File: config.mk
export PLATFORM = sky130hd
export DESIGN_NAME = mas_seq
export DESIGN_NICKNAME = d
export VERILOG_FILES = /design/src/rtl/mas_pkg.sv /design/src/rtl/mas_step.sv /design/src/rtl/mas_seq.sv
export SDC_FILE = /design/constraint.sdc
export NUM_CORES = 1
export LEC_CHECK = 0
export ABC_AREA = 1
export CAP_MARGIN = 30
export CORE_UTILIZATION = 50
export CTS_CLUSTER_DIAMETER = 200
export CTS_CLUSTER_SIZE = 28
export DETAILED_ROUTE_END_ITERATION = 16
export DONT_BUFFER_PORTS = 1
export PLACE_DENSITY = 0.64
export SKIP_CTS_REPAIR_TIMING = 1
export SKIP_LAST_GASP = 1
export SLEW_MARGIN = 10
export SYNTH_ARGS = -nofsm -noshare
export SYNTH_HDL_FRONTEND = slang
export SYNTH_SLANG_ARGS = --single-unit
File: constraint.sdc
create_clock -name clk -period 11.4 [get_ports clk]
set_input_delay 1.14 -clock clk [delete_from_list [all_inputs] [get_ports clk]]
set_output_delay 1.14 -clock clk [all_outputs]
set_load 0.05 [all_outputs]
File: src/rtl/mas_pkg.sv
// Shared definitions for the modular add/sub sequencer and its step unit.
package mas_pkg;

    // Operand width (signed) and residue width.
    localparam int DW = 5;
    localparam int RW = 4;

    // Legal modulus range. Anything outside it poisons the whole burst.
    localparam int Q_MIN = 1;
    localparam int Q_MAX = 15;

    // Operation codes. Codes with bit 1 set are reserved and behave as add.
    localparam logic [1:0] OP_ADD = 2'b00;
    localparam logic [1:0] OP_SUB = 2'b01;

    // Sequencer states.
    typedef enum logic [1:0] {
        S_IDLE,
        S_ACCUM,
        S_DONE
    } state_t;

endpackage

File: src/rtl/mas_step.sv
// Combinational modular add/sub step: res = (acc +/- d) mod q with a single
// correction, plus a flag for an illegal modulus or out-of-range operand.
module mas_step
    import mas_pkg::*;
(
    input  logic [RW-1:0]        acc,
    input  logic signed [DW-1:0] d,
    input  logic [1:0]           op,
    input  logic signed [DW-1:0] q,
    output logic [RW-1:0]        res,
    output logic                 range_err
);

    localparam logic signed [DW:0] QMIN_S = (DW+1)'(Q_MIN);
    localparam logic signed [DW:0] QMAX_S = (DW+1)'(Q_MAX);
    localparam logic signed [DW:0] ZERO_S = '0;

    logic signed [DW:0] acc_s;
    logic signed [DW:0] d_s;
    logic signed [DW:0] q_s;
    logic signed [DW:0] t;

    // Widen to one extra bit so the raw sum/difference cannot wrap, then fold
    // back into 0..q-1. Legal inputs keep t inside (-q, 2q), so one fix suffices.
    always_comb begin
        acc_s = {2'b00, acc};
        d_s   = {d[DW-1], d};
        q_s   = {q[DW-1], q};
        t     = (op == OP_SUB) ? (acc_s - d_s) : (acc_s + d_s);
        if (t >= q_s) begin
            res = RW'(t - q_s);
        end else if (t < ZERO_S) begin
            res = RW'(t + q_s);
        end else begin
            res = RW'(t);
        end
        range_err = (q_s < QMIN_S) || (q_s > QMAX_S) ||
                    (d_s < ZERO_S) || (d_s >= q_s);
    end

endmodule

File: src/rtl/mas_seq.sv
// Streaming modular add/sub sequencer: folds a burst of operand beats into a
// residue modulo Q and presents one result per burst on an output handshake.
module mas_seq
    import mas_pkg::*;
#(
    parameter  int N_MAX = 8,
    localparam int CW    = $clog2(N_MAX + 1)
) (
    input  logic                 clk,
    input  logic                 rst,
    input  logic                 in_valid,
    output logic                 in_ready,
    input  logic                 in_first,
    input  logic                 in_last,
    input  logic [1:0]           in_op,
    input  logic signed [DW-1:0] in_data,
    input  logic signed [DW-1:0] Q,
    output logic                 out_valid,
    input  logic                 out_ready,
    output logic [RW-1:0]        out_data,
    output logic [CW-1:0]        out_count,
    output logic                 out_err
);

    state_t               state;
    logic [RW-1:0]        acc;
    logic signed [DW-1:0] q_r;
    logic [CW-1:0]        cnt;
    logic                 err;

    logic                 accept;
    logic                 start;
    logic                 abort;
    logic                 beat;
    logic                 overflow;
    logic                 finish;

    logic [RW-1:0]        step_acc;
    logic [1:0]           step_op;
    logic signed [DW-1:0] step_q;
    logic [RW-1:0]        step_res;
    logic                 step_err;

    logic [RW-1:0]        acc_nxt;
    logic [CW-1:0]        cnt_nxt;
    logic                 err_nxt;

    // Classify the current beat. A first beat reuses the step unit as 0 + d
    // against the incoming Q, which yields d and checks it in one place.
    always_comb begin
        accept   = in_valid && in_ready;
        start    = accept && in_first && (state != S_DONE);
        abort    = start && (state == S_ACCUM);
        beat     = accept && !in_first && (state == S_ACCUM);
        overflow = beat && (cnt == CW'(N_MAX)) && !in_last;
        finish   = (start || beat) && (in_last || overflow);
        step_acc = start ? '0 : acc;
        step_op  = start ? OP_ADD : in_op;
        step_q   = start ? Q : q_r;
    end

    mas_step u_step (
        .acc       (step_acc),
        .d         (in_data),
        .op        (step_op),
        .q         (step_q),
        .res       (step_res),
        .range_err (step_err)
    );

    // Next accumulator, count and sticky error. Illegal operands and the
    // overflow beat are counted but leave the accumulator untouched.
    always_comb begin
        acc_nxt = acc;
        cnt_nxt = cnt;
        err_nxt = err;
        if (start) begin
            acc_nxt = step_err ? '0 : step_res;
            cnt_nxt = CW'(1);
            err_nxt = step_err || abort;
        end else if (beat) begin
            acc_nxt = (step_err || overflow) ? acc : step_res;
            cnt_nxt = cnt + CW'(1);
            err_nxt = err || step_err || overflow || in_op[1];
        end
    end

    // Sequencer FSM with registered handshake and result outputs; results are
    // captured only on entry into DONE and held until the consumer takes them.
    always_ff @(posedge clk or posedge rst) begin
        if (rst) begin
            state     <= S_IDLE;
            acc       <= '0;
            q_r       <= '0;
            cnt       <= '0;
            err       <= 1'b0;
            in_ready  <= 1'b1;
            out_valid <= 1'b0;
            out_data  <= '0;
            out_count <= '0;
            out_err   <= 1'b0;
        end else begin
            acc <= acc_nxt;
            cnt <= cnt_nxt;
            err <= err_nxt;
            if (start) begin
                q_r <= Q;
            end
            case (state)
                S_IDLE, S_ACCUM: begin
                    if (finish) begin
                        state     <= S_DONE;
                        in_ready  <= 1'b0;
                        out_valid <= 1'b1;
                        out_data  <= acc_nxt;
                        out_count <= cnt_nxt;
                        out_err   <= err_nxt;
                    end else if (start) begin
                        state <= S_ACCUM;
                    end
                end
                S_DONE: begin
                    if (out_ready) begin
                        state     <= S_IDLE;
                        in_ready  <= 1'b1;
                        out_valid <= 1'b0;
                    end
                end
                default: begin
                    state     <= S_IDLE;
                    in_ready  <= 1'b1;
                    out_valid <= 1'b0;
                end
            endcase
        end
    end

endmodule

After elaboration in Yosys (flattened, before gate mapping)
Cells that the tools add are included.

word-level totals
  output and inout port bits = 11
  register bits after elaboration = 27
  word-level logic and storage cells = 79

operators by class
  reduce and logical (&&, ||, !) cells = 26
  equal/unequal tests = 8
  add/sub/neg operators = 5
  multiplexer cells = 24
  order comparisons = 6

operators with widths
  kind                                                         count
  2-to-1 mux 4 bit                                             9
  logical OR 1 bit                                             10
  logical AND 1 bit                                            9
  2-to-1 mux 2 bit                                             4
  adder 5 x 5 -> 6 bit                                         1
  >= comparator 6 x 5 -> 1 bit                                 1
  less-than comparator 6 x 1 -> 1 bit (second input constant)  1
  2-to-1 mux 1 bit                                             6
  2-to-1 mux 6 bit                                             1
  != test 2 bit (second input constant)                        3
  AND reduction 2 bit                                          3
  subtractor 5 x 5 -> 6 bit                                    1
  >= comparator 5 bit                                          1
  greater-than comparator 5 bit (second input constant)        1
  less-than comparator 5 x 1 -> 1 bit (second input constant)  1
  less-than comparator 5 x 2 -> 1 bit (second input constant)  1
  2-to-1 mux 5 bit                                             1
  adder 4 x 1 -> 4 bit (second input constant)                 1
  adder 4 bit                                                  1
  equality test 2 x 1 -> 1 bit (second input constant)         2
  equality test 4 bit (second input constant)                  1
  one-hot mux 1 bit (2 select lines)                           2
  one-hot mux 2 bit (2 select lines)                           1
  subtractor 4 bit                                             1
  5 further kinds                                              6

Longest topological paths before layout
  word-level depth = 13
  gate-level depth with buffers = 32
  gate-level depth less buffers = 32

Cells and area by module
Synthesis repeated with hierarchy kept, for this count alone.

unflattened totals
  cells, all modules = 303
  area total of the unflattened synthesis = 2147.1 µm²

modules (own cells, without submodules)
  module    times used  area each (µm²)  cells each
  mas_seq   1           1252.5           154
  mas_step  1           894.6            149

Worst setup path after synthesis
OpenSTA, ideal clock, no wires.

  path type = input to register
  start = input in_valid
  end = register acc[0]
  stages = 28
  arrival time = 4.256 ns
  buffers on the path = 0
  required time = 11.281 ns
  setup slack = 7.025 ns
  library setup time = 0.119 ns
  cell sequence = nand2_2 nor2_8 nand2_4 nand2_2 inv_1 nor2_1 xor2_1 inv_1 ha_1 a21oi_1 nand2_1 or2_2 nand2_1 inv_1 ha_1 nand2_1 inv_1 o21ai_0 nand3_1 nand2_1 nand2_1 nor2_1 nand2_1 nand2_1 nand2_1 nand2_1 nand3_1 and2_1

on the way
  word-level cells in the longest chain between the ends = 12

RTL lines
  what                                                               line                            source
  start: declaration                                                 mas_seq.sv:11                   input logic in_valid,
  logical AND 1 bit *                                                mas_seq.sv:51                   accept = in_valid && in_ready;
  logical AND 1 bit (2 in a row)                                     mas_seq.sv:52                   start = accept && in_first && (state != S_DONE);
  2-to-1 mux 4 bit, or another cell as far along                     mas_seq.sv:57                   step_acc = start ? '0 : acc;
  adder 5 x 5 -> 6 bit, or another cell as far along                 mas_step.sv:29                  t = (op == OP_SUB) ? (acc_s - d_s) : (acc_s + d_s);
  2-to-1 mux 6 bit / logical OR 1 bit (equally long branches)        mas_step.sv:29, mas_step.sv:37
  less-than comparator 6 x 1 -> 1 bit, or another cell as far along  mas_step.sv:32                  end else if (t < ZERO_S) begin
  2-to-1 mux 4 bit / logical OR 1 bit (equally long branches)        mas_step.sv:32, mas_step.sv:38
  2-to-1 mux 4 bit / logical OR 1 bit (equally long branches)        mas_step.sv:30, mas_seq.sv:82
  2-to-1 mux 4 bit                                                   mas_seq.sv:82                   acc_nxt = (step_err || overflow) ? acc : step_res;
  2-to-1 mux 4 bit                                                   mas_seq.sv:81                   end else if (beat) begin
  2-to-1 mux 4 bit *                                                 mas_seq.sv:77                   if (start) begin
  via acc_nxt[0]                                                     mas_seq.sv:44                   logic [RW-1:0] acc_nxt;
  end signal: assignment                                             mas_seq.sv:103                  acc <= acc_nxt;
  end: declaration                                                   mas_seq.sv:26                   logic [RW-1:0] acc;

Mark *: on every way through the listed nets, which the timed path passes. The rest lies on a longest branch.
A chain may end at the register's enable or synchronous reset.

Final worst setup path
  start = input in_valid
  end = register out_data[2]

on the way
  word-level cells in the longest chain between the ends = 12

RTL lines
  what                                                               line                            source
  logical AND 1 bit *                                                mas_seq.sv:51
  logical AND 1 bit (2 in a row)                                     mas_seq.sv:52
  2-to-1 mux 4 bit, or another cell as far along                     mas_seq.sv:57
  adder 5 x 5 -> 6 bit, or another cell as far along                 mas_step.sv:29
  2-to-1 mux 6 bit / logical OR 1 bit (equally long branches)        mas_step.sv:29, mas_step.sv:37
  less-than comparator 6 x 1 -> 1 bit, or another cell as far along  mas_step.sv:32
  2-to-1 mux 4 bit / logical OR 1 bit (equally long branches)        mas_step.sv:32, mas_step.sv:38
  2-to-1 mux 4 bit / logical OR 1 bit (equally long branches)        mas_step.sv:30, mas_seq.sv:82
  2-to-1 mux 4 bit                                                   mas_seq.sv:82
  2-to-1 mux 4 bit                                                   mas_seq.sv:81
  2-to-1 mux 4 bit *                                                 mas_seq.sv:77
  via acc_nxt[2]                                                     mas_seq.sv:44
  end signal: assignment                                             mas_seq.sv:115                  out_data <= acc_nxt;
  end: declaration                                                   mas_seq.sv:20                   output logic [RW-1:0] out_data,

Marked as above.

==> flow_summary_export.csv <==
group,metric,value,unit
timing,worstMarginPinSlew,641,ps
finish,filler_cell_count,399,
min_path,worst_hold_path_type,"reg -> reg",
setup_path,arrival,4740,ps
min_path,hold_path_end,"state[0]",
placed_design,dp.final_hpwl,3.68,mm
finish,nets,345,
setup_path,crit_required,11560,ps
synthesis,syn_area,2220,sq um
finish,post-route-cell-area,2320,sq um
placed_design,place_area,2270,sq um
min_path,min_delay_path_depth,2,
routing,via_per_inst,5.12,
finish,multi_input_area,1310,sq um
timing,maxSlewHeadroom,0.572,
finish,post_route_cells_drive_above_1_share,0.126,
global_routing,gr-usage-all-layers,0.209,
floorplan,die_h,68.6,microns
routing,vias,1801,
routing,post_drt_wl_per_cell,12.6,microns
setup_path,reg2regPathDepth,29,
cts,worstSkewPairLatency,270,ps
floorplan,num_rows,23,
finish,final-seq-area,677,sq um
power_and_ir_drop,p_seq_frac,0.300,
flow_run,drv_cap,0,
setup_path,crit_path_start,"in_valid",
setup_path,endpoint_kind,"flip-flop",
cts,cts-root-buf,"clkbuf_8",
timing,drv_slew,0,
synthesis,yosysWarningCount,0,
global_routing,grt_max_degree,17,
timing,layout_min_cycle_time,4580,ps
routing,ant_nets,0,
placed_design,dp_cells,348,
timing,finClkSkew,4.43,ps
cts,cts.sinks,27,
timing,fmax,218,MHz
routing,wirelength,4.45,mm
routing,drc,0,
finish,diodes,0,
global_routing,grt_pass1_vias,1644,
setup_path,path_class,"in -> reg",
synthesis,seq_area_frac_synth,0.305,
timing,tns,0,ps
synthesis,yosysUniqueCellTypes,33,
finish,final_cells,352,
timing,finalHoldViolations,0,
power_and_ir_drop,ir_worst_vdd,0.213,mV
global_routing,antenna_found_initial,0,
timing,hold-worst-slack,553,ps
power_and_ir_drop,p_leak,1.33,nW
synthesis,synth_area_per_cell,7.40,sq um
floorplan,initial_utilization,0.536,
routing,firstDrtPassIters,4,
global_routing,grt_pass1_wl,7.26,mm
synthesis,synth_cells,300,
placed_design,gp_congestion,0.918,
floorplan,io-pin-count,29,
setup_path,r2r_start,"in_ready",
floorplan,die-area,4710,sq um
setup_path,rrSetupSlack,6900,ps
power_and_ir_drop,p_per_area,318,nW/um^2
outcome,status,"completed",
power_and_ir_drop,power_switching_share,0.547,
finish,final_common_cell,"nand2_1",
setup_path,timing.rr.end,"out_data[2]",
placed_design,io_buffers,0,
synthesis,synthTopCellsByArea,"dfrtp_1, nand2_1, ha_1, inv_1, nand3_1",
floorplan,core-area,4140,sq um
timing,final.period_utilization,0.402,
power_and_ir_drop,p_int,0.000334,W
setup_path,cp_slowest_stage_delay,360,ps
synthesis,synth_top_area_cell,"dfrtp_1",
setup_path,slowest_stage,"ha_1",
power_and_ir_drop,netSwitchingPower,0.000403,W
floorplan,die_x,68.6,microns
finish,synthToLayoutAreaGrowth,4.34,%
setup_path,start_kind,"input port",
power_and_ir_drop,p_clk_frac,0.072,
timing,rsz0062_at_grt,"no",
synthesis,yosysTopAreaCellShare,0.293,
finish,most-common-layout-cells,"nand2_1, inv_1, dfrtp_1",
cts,h-tree-depth,1,
min_path,hp-start,"state[0]",
timing,setup_viol,0,
synthesis,ys_ff_latch,27,
cts,cts_buffers,3,
routing,drt-initial-drc-count,68,
setup_path,path_common_cell,"nand2_1",
global_routing,gr-total-overflow,0,
cts,clk_pin_slew,90,ps
synthesis,synth_nets,342,
cts,ctsLongestPathBuffers,2,
cts,cts_tree,"built",
finish,final_util,0.559,
power_and_ir_drop,pwr-share-comb,0.628,
setup_path,crit_fanout,16,
## routing by layer
layer  track usage  vias up  share of wire
met5             0        -              0
met4        0.0417        0         0.0088
met3        0.0444        4          0.049
met2         0.342       29           0.45
met1         0.284      829           0.49
li1              -      939              -
## cells in the mapped netlist
master and number:
inv_1 51, xor2_1 5, nand4_2 1, fa_1 3, xnor2_1 3, mux2_2 1
nor2_1 16, o21ai_1 1, nor2_2 5, nand3_2 2, nand3_4 1, nand3b_1 4
a21oi_2 1, a31oi_1 1, dfstp_2 1, clkbuf_1 1, nand4_1 6, nor2_8 1
or2_2 1, nand2_2 12, o21ai_0 7, o21bai_1 2, buf_6 2, nand2_4 2
nand2_1 87, dfrtp_1 26, ha_1 21, nand3_1 20, and2_1 1, nor2_4 1
o21ai_2 2, a21oi_1 9, inv_2 3
## flip-flops by register name, indices dropped and copies added (netlist names)
| signal | cells |
|---|---|
| state | 2 |
| in_ready | 1 |
| cnt | 4 |
| out_valid | 1 |
| out_data | 4 |
| out_err | 1 |
| out_count | 4 |
| err | 1 |
| q_r | 5 |
| acc | 4 |
## power by group through the flow
stage | clock (W) | sequential [W] | combinational (W)
finish | 0.0000529 | 0.000221 | 0.000463
global route | 0.0000589 | 0.000228 | 0.000529
CTS | 0.0000554 | 0.000222 | 0.000462
detailed placement | 0 | 0.000224 | 0.000459
global placement | 0 | 0.000223 | 0.000456
floorplan | 0 | 0.000217 | 0.000373
## cell families after synthesis
group           count (synthesis)  share of synthesized area
mux                             1                    0.00507
simple gates                  160                      0.350
flops                          27                      0.305
fa+ha+maj                      24                      0.145
buf+inv                        57                      0.103
xor+xnor                        8                     0.0316
compound gates                 23                     0.0597
## critical path: cells and delay by family
kind | cells | cell delay (ps)
XOR/XNOR | 1 | 160
AO/OA/AOI/OAI | 2 | 340
adder cells (fa/ha/maj) | 2 | 690
buffers and inverters | 5 | 310
AND/OR/NAND/NOR | 19 | 2100
## per-stage QoR
| stage | setup WS [ps] | total power (W) |
|---|---|---|
| finish | 6820 | 0.000737 |
| global route | 6440 | 0.000816 |
| CTS | 6820 | 0.000739 |
| detailed placement | 6530 | 0.000683 |
| global placement | 6630 | 0.000680 |
| floorplan | 7020 | 0.000591 |
## worst max path at each step
stage	slack, ps	endpoint
after CTS	6820	out_data[1]
after global routing	6440	out_data[2]
after global placement	6630	out_data[1]
after floorplan	7020	acc[0]
final	6820	out_data[2]
after detailed placement	6530	out_data[1]
## final cells by class
| type | count | share of cell area |
|---|---|---|
| clock buffer | 4 | 0.0194 |
| sequential | 27 | 0.292 |
| tap | 50 | 0.0270 |
| multi-input combinational | 216 | 0.567 |
| inverter | 54 | 0.0875 |
| timing repair buffer | 1 | 0.00648 |
Power figures use the tool's default switching activity.
